`src/rtl/apb_reg_completer.sv`:
```
// APB3 completer: NUM_REGS x DATA_W register file (reg 0 = read-only ID), exported to peripheral logic.
// Latency: setup + WAIT_STATES+1 access cycles; stalls the requester with pready low while the wait counter drains.
module apb_reg_completer #(
  parameter int                ADDR_W      = 12,
  parameter int                DATA_W      = 32,
  parameter int                NUM_REGS    = 8,
  parameter int                WAIT_STATES = 1,
  parameter logic [DATA_W-1:0] ID_VALUE    = 32'hA5B0_0001
) (
  input  logic                         clk,
  input  logic                         rst,
  input  logic                         psel,
  input  logic                         penable,
  input  logic                         pwrite,
  input  logic [ADDR_W-1:0]            paddr,
  input  logic [DATA_W-1:0]            pwdata,
  output logic [DATA_W-1:0]            prdata,
  output logic                         pready,
  output logic                         pslverr,
  output logic [NUM_REGS*DATA_W-1:0]   regs_out,
  output logic                         wr_pulse,
  output logic [5:0]                   wr_idx
);

  localparam int IDX_W = ADDR_W - 2;

  typedef enum logic [1:0] {IDLE, SETUP, ACCESS} state_t;

  state_t              state_q, state_d, phase;
  logic [3:0]          cnt_q, cnt_d;
  logic                capture, commit;
  logic [IDX_W-1:0]    req_idx;
  logic                req_err;
  logic [IDX_W-1:0]    cap_idx_q;
  logic                cap_write_q;
  logic                cap_err_q;
  logic [DATA_W-1:0]   cap_wdata_q;
  logic [DATA_W-1:0]   regs_q [1:NUM_REGS-1];
  logic [DATA_W-1:0]   rd_val;

  assign req_idx = paddr[ADDR_W-1:2];
  assign req_err = (paddr[1:0] != 2'b00) ||
                   (req_idx >= IDX_W'(NUM_REGS)) ||
                   (pwrite && (req_idx == '0));

  // SETUP is never stored: an IDLE cycle with psel high is the setup phase itself,
  // which is what allows back-to-back transfers without an idle cycle.
  always_comb begin
    phase   = state_q;
    state_d = state_q;
    cnt_d   = cnt_q;
    capture = 1'b0;
    commit  = 1'b0;
    pready  = 1'b0;
    if (state_q == IDLE && psel) phase = SETUP;
    case (phase)
      SETUP: begin
        capture = 1'b1;
        cnt_d   = 4'(WAIT_STATES);
        state_d = ACCESS;
      end
      ACCESS: begin
        pready = (cnt_q == 4'd0) && penable;
        if (!psel) begin
          state_d = IDLE;
        end else if (cnt_q != 4'd0) begin
          cnt_d = cnt_q - 4'd1;
        end else if (penable) begin
          commit  = cap_write_q && !cap_err_q;
          state_d = IDLE;
        end
      end
      default: ;
    endcase
  end

  always_ff @(posedge clk or negedge rst) begin
    if (!rst) begin
      state_q     <= IDLE;
      cnt_q       <= 4'd0;
      cap_idx_q   <= '0;
      cap_write_q <= 1'b0;
      cap_err_q   <= 1'b0;
      cap_wdata_q <= '0;
      wr_pulse    <= 1'b0;
      wr_idx      <= 6'd0;
      for (int i = 1; i < NUM_REGS; i++) regs_q[i] <= '0;
    end else begin
      state_q  <= state_d;
      cnt_q    <= cnt_d;
      wr_pulse <= commit;
      if (capture) begin
        cap_idx_q   <= req_idx;
        cap_write_q <= pwrite;
        cap_err_q   <= req_err;
        cap_wdata_q <= pwdata;
      end
      if (commit) wr_idx <= cap_idx_q[5:0];
      for (int i = 1; i < NUM_REGS; i++) begin
        if (commit && (cap_idx_q == IDX_W'(i))) regs_q[i] <= cap_wdata_q;
      end
    end
  end

  // Index 0 falls through to the ID; out-of-range indices are masked by cap_err_q.
  always_comb begin
    rd_val = ID_VALUE;
    for (int i = 1; i < NUM_REGS; i++) begin
      if (cap_idx_q == IDX_W'(i)) rd_val = regs_q[i];
    end
  end

  assign prdata  = (pready && !cap_err_q) ? rd_val : '0;
  assign pslverr = pready && cap_err_q;

  always_comb begin
    regs_out = '0;
    regs_out[DATA_W-1:0] = ID_VALUE;
    for (int i = 1; i < NUM_REGS; i++) regs_out[i*DATA_W +: DATA_W] = regs_q[i];
  end

endmodule

```
`config.mk`:
```
export PLATFORM = sky130hd
export DESIGN_NAME = apb_reg_completer
export DESIGN_NICKNAME = d
export VERILOG_FILES = /design/src/rtl/apb_reg_completer.sv
export SDC_FILE = /design/constraint.sdc
export NUM_CORES = 1
export LEC_CHECK = 0
export BUFFER_PORTS_ARGS = -buffer_cell sky130_fd_sc_hd__buf_2
export CORE_UTILIZATION = 30
export CTS_CLUSTER_SIZE = 40
export DETAILED_ROUTE_END_ITERATION = 8
export PLACE_DENSITY_LB_ADDON = 0.3
export SKIP_CTS_REPAIR_TIMING = 1
export SYNTH_ARGS = -nofsm -noshare
export SYNTH_HDL_FRONTEND = slang
export SYNTH_SLANG_ARGS = --single-unit
export TNS_END_PERCENT = 1
```
`constraint.sdc`:
```
create_clock -name clk -period 2.5 [get_ports clk]
set_clock_uncertainty 0.05 [all_clocks]
set_input_delay 0.5 -clock clk [delete_from_list [all_inputs] [get_ports clk]]
set_output_delay 0.5 -clock clk [all_outputs]
set_load 0.1 [all_outputs]
```
### Word level (Yosys, flattened, before mapping)

Cells that the tools add are included.

| operators by class | value |
|---|---|
| order comparisons | 1 |
| add/subtract/negate cells | 1 |
| mux-type cells | 22 |
| equality and inequality tests | 13 |
| reduce and logical (&&, ||, !) cells | 24 |

Operators by type and width:

| operator | count |
|---|---|
| $mux W32 | 8 |
| $eq A10 B3 Y1 const B | 4 |
| $eq A10 B2 Y1 const B | 2 |
| $logic_and A1 B1 Y1 | 13 |
| $eq A10 B1 Y1 const B | 1 |
| $ge A10 B4 Y1 const B | 1 |
| $logic_not A10 Y1 | 1 |
| $mux W2 | 4 |
| $mux W4 | 2 |
| $pmux W4 S2 | 1 |
| $mux W1 | 6 |
| $ne A3 B3 Y1 const B | 2 |
| $reduce_and A3 Y1 | 2 |
| $logic_not A4 Y1 | 1 |
| $ne A2 B2 Y1 const B | 2 |
| $pmux W2 S2 | 1 |
| $reduce_bool A2 Y1 | 2 |
| $reduce_bool A4 Y1 | 1 |
| $sub A4 B1 Y4 const B | 1 |
| $eq A2 B1 Y1 const B | 1 |
| $eq A2 B2 Y1 const B | 1 |
| $logic_not A2 Y1 | 1 |
| $logic_or A1 B1 Y1 | 2 |
| $logic_not A1 Y1 | 1 |

| word-level totals | value |
|---|---|
| register bits after elaboration | 281 |
| output and inout port bits | 297 |
| input bits | 49 |
| logic and storage cells | 76 |

### Logic depth before layout (Yosys ltp)

| logic depth | value |
|---|---|
| depth after elaboration | 9 |
| gate-level depth with buffers | 9 |
| mapped depth without buffers | 6 |

### Worst setup path after synthesis

OpenSTA, ideal clock, no wires.

| timing path | value |
|---|---|
| path type | register to output |
| from | register cnt_q[0] |
| to | output prdata[31] |
| path buffers | 1 |
| cell stages (with the launch flop) | 8 |
| path slack | -2499 ps |
| arrival time | 4449 ps |
| path through | dfrtp_1 -> inv_1 -> ha_1 -> nand4bb_1 -> clkbuf_1 -> nor2_1 -> nand2_1 -> nor3_1 |

| between the ends | value |
|---|---|
| cells in the longest elaborated chain, start to end | 5 |

RTL lines:

| element | line | RTL |
|---|---|---|
| start: declaration | 30 | `logic [3:0] cnt_q, cnt_d;` |
| start signal: assignment | 90 | `cnt_q <= cnt_d;` |
| $logic_not A4 Y1 | 63 | `pready = (cnt_q == 4'd0) && penable;` |
| $logic_and A1 B1 Y1 | 63 |  |
| $mux W1 | 56 | `case (phase)` |
| via pready | 18 | `output logic pready,` |
| $logic_and A1 B1 Y1 | 113 | `assign prdata = (pready && !cap_err_q) ? rd_val : '0;` |
| $mux W32 | 113 |  |
| end: declaration | 17 | `output logic [DATA_W-1:0] prdata,` |

The timed path passes the listed nets, and every way through them passes these cells.

### Final worst setup path

| timing path | value |
|---|---|
| from | register cap_idx_q[8] |
| to | output prdata[20] |

| between the ends | value |
|---|---|
| cells in the longest elaborated chain, start to end | 9 |
| elaborated cells between the ends (all ways) | 15 |
| classes of those cells | 7 x eq/ne; 8 x mux |

RTL lines:

| element | line | RTL |
|---|---|---|
| start: declaration | 34 | `logic [IDX_W-1:0] cap_idx_q;` |
| start signal: assignment | 93 | `cap_idx_q <= req_idx;` |
| $eq A10 B1 Y1 | 109 | `if (cap_idx_q == IDX_W'(i)) rd_val = regs_q[i];` |
| $mux W32 (6 in series) | 109 |  |
| $mux W32 * | 109 |  |
| $mux W32 * | 113 |  |

Every way passes the cells marked *; elsewhere a longest branch is shown, timed or not.

==> results.json <==
{
  "syn_to_final_growth_pct": 42.9,
  "antenna_found_initial": 1,
  "clk_latency_ns": 0.54,
  "synth-edff-count": 0,
  "critPathRequiredTime_ns": 1.95,
  "post_drt_via_cell_ratio": 5.05,
  "cp-end-kind": "primary output",
  "crit_arrival_ns": 2.65,
  "drtIter0Drc": 588,
  "route.antenna.remaining_nets": 0,
  "finalPower_mw": 12.0,
  "async_flop_share_pct": 100,
  "n_fill_cell": 4047,
  "setup_viol": 42,
  "relSlewSlack_pct": 63.3,
  "syn_area_sq_um": 13100,
  "rows": 76,
  "cts_tree": "yes",
  "dp.cells": 1936,
  "p_leak_nw": 9.25,
  "vias": 10200,
  "final-instance-count-excl-fill": 2011,
  "cts_made_buffers": 35,
  "ff2ff_path_depth": 6,
  "ctsRootBufferMaster": "clkbuf_16",
  "setup_tns_ns": -20.50,
  "finalInstanceArea_sq_um": 18700,
  "yosys.cell_types.count": 40,
  "slew_violations": 0,
  "rsz0062_at_grt": "true",
  "min_delay_path_depth": 2,
  "drv_cap": 0,
  "placed_cell_area_sq_um": 16800,
  "tightest_slew_ns": 0.554,
  "postSynthAreaPerCell_sq_um": 12.8,
  "hold_class": "input port to flip-flop",
  "finalCoreUtilization_pct": 43.4,
  "fin_crit_sh_pct": 128,
  "antenna_cells": 0,
  "drive_gt1_share_pct": 60.6,
  "core-area_sq_um": 43000,
  "ys_ff_latch": 280,
  "multi_input_area_sq_um": 6430,
  "clk_pin_slew_worst_paths_ns": 0.06,
  "fin_ws_ns": -0.704,
  "critPathMaxFanout": 5,
  "fp.dieW_um": 211,
  "run_status": "complete, but fails checks",
  "start_kind": "flip-flop",
  "fp.dieH_um": 211,
  "firstDrtPassIters": 5,
  "start_util_pct": 30.4,
  "drc": 0,
  "cts_max_level": 2,
  "wire_per_inst_um": 23.1,
  "cp_cell_sequence": "buf_6, buf_6, nor4b_2, buf_4, nand4_1, buf_12, buf_12, buf_6, o221ai_4, a21oi_4, buf_12",
  "yosysSeqAreaShare_pct": 53.6,
  "crit_path_max_incr_delay_ns": 0.40,
  "clock_sinks": 280,
  "grt-ovfl-total": 0,
  "dpl_worst_slack_ns": -0.394,
  "final_cell_mix": "dfrtp_1 (278), buf_2 (278), mux2_2 (243), buf_4 (76), buf_12 (58)",
  "ys_warn_count": 0,
  "place.gp.congestion": 0.840,
  "seqCellArea_sq_um": 7010,
  "grt_pass1_wl_um": 66600,
  "first_global_vias": 10300,
  "slowest_stage": "dfrtp_1",
  "ys.flop_type": "dfrtp_1",
  "violations": "negative setup slack",
  "fin_crit_ns": 3.20,
  "p_per_area_nw_per_um2": 642,
  "port_buffers": 313,
  "fin_hold_ws_ns": 0.133,
  "clockBufferDepth": 3,
  "synthCells": 1018,
  "track_usage_pct": 20.1,
  "hold_violations": 0,
  "io_pins": 346,
  "nets": 1451,
  "die_area_sq_um": 44400,
  "ir_drop_v": 0.000390,
  "grt_max_degree": 57,
  "post-dp-hpwl_um": 31800,
  "critPathKind": "flip-flop to primary output",
  "fmax_ghz": 0.312,
  "wirelength_um": 46400
}
## metal layers
| layer | up-vias | global-route usage, % | wire length, um |
|---|---|---|---|
| met5 | - | 0 | 13 |
| met2 | 358 | 32.3 | 22000 |
| met1 | 5270 | 26.4 | 20100 |
| li1 | 4460 | - | - |
| met3 | 71 | 4.58 | 3010 |
| met4 | 2 | 7.67 | 1220 |
## cell type report
class                      instances  share of cell area, %
sequential                       280                   37.6
multi-input combinational        650                   34.4
timing repair buffer             427                   17.8
clock buffer                      52                   5.47
tap                              585                   3.92
clock inverter                    11                  0.697
inverter                           6                  0.121
## final timing paths
path                       slack (ns)          from         endpoint
setup / recovery                -0.70  cap_idx_q[8]       prdata[20]
hold / removal                   0.13    pwdata[25]  cap_wdata_q[25]
setup reg to reg                -0.01  cap_idx_q[8]    regs_out[132]
hold reg to reg                  0.45     wr_idx[2]        wr_idx[2]
max in group asynchronous        1.15           rst     regs_out[79]
min in group asynchronous        0.47           rst    regs_out[209]
## synthesized netlist by cell type (2+ instances only)
cell / number / share of area, %
dfrtp_1: 280 / 54
mux2_2: 243 / 21
clkbuf_1: 71 / 2.0
a21oi_1: 60 / 2.3
o21ai_0: 50 / 1.9
mux2i_1: 37 / 2.8
buf_4: 32 / 1.8
mux2_4: 30 / 3.4
nor3_1: 29 / 1.1
o221ai_1: 28 / 1.9
nor2_1: 27 / 0.78
a211oi_1: 21 / 1.2
o21a_1: 21 / 1.2
nand2_1: 9 / 0.26
nand3_1: 8 / 0.31
a2bb2oi_1: 7 / 0.47
o22a_1: 7 / 0.47
o22ai_1: 7 / 0.34
inv_1: 6 / 0.17
and3_1: 5 / 0.24
buf_1: 4 / 0.11
buf_6: 4 / 0.34
or4_1: 4 / 0.23
nand2b_1: 3 / 0.14
nor4_1: 3 / 0.14
o311ai_0: 3 / 0.20
conb_1: 2 / 0.057
ha_1: 2 / 0.19
nor2b_1: 2 / 0.096
nor4b_1: 2 / 0.13
xor2_1: 2 / 0.13
## critical path, delay by kind of cell, from the launching register on
kind / cells / cell delay, ns
flops: 1 / 0.40
compound gates: 2 / 0.26
buf+inv: 7 / 1.05
simple gates: 2 / 0.41
## sequential cells by signal, indices dropped and copies added (netlist names)
name	flops
cap_wdata_q	32
cnt_q	4
wr_pulse	1
regs_out	224
cap_err_q	1
state_q	1
cap_idx_q	10
wr_idx	6
cap_write_q	1
## cell families after synthesis
kind of cell	Yosys count	share of synthesized area [%]
AOI/OAI and AO/OA	206	10.1
adders and majority gates	2	0.192
and+or+nand+nor	97	3.92
muxes	311	27.4
other	2	0.0575
buffers and inverters	118	4.55
DFF	280	53.6
xor gates and xnor gates	2	0.134
## report_power, final
part,leakage (nW),switching (mW),internal (mW)
Sequential,3.80,0.284,4.70
Clock,0.551,2.03,3.05
Combinational,4.90,1.20,0.723
Total,9.25,3.51,8.47
Note: power is estimated with default switching activity, not from simulation.
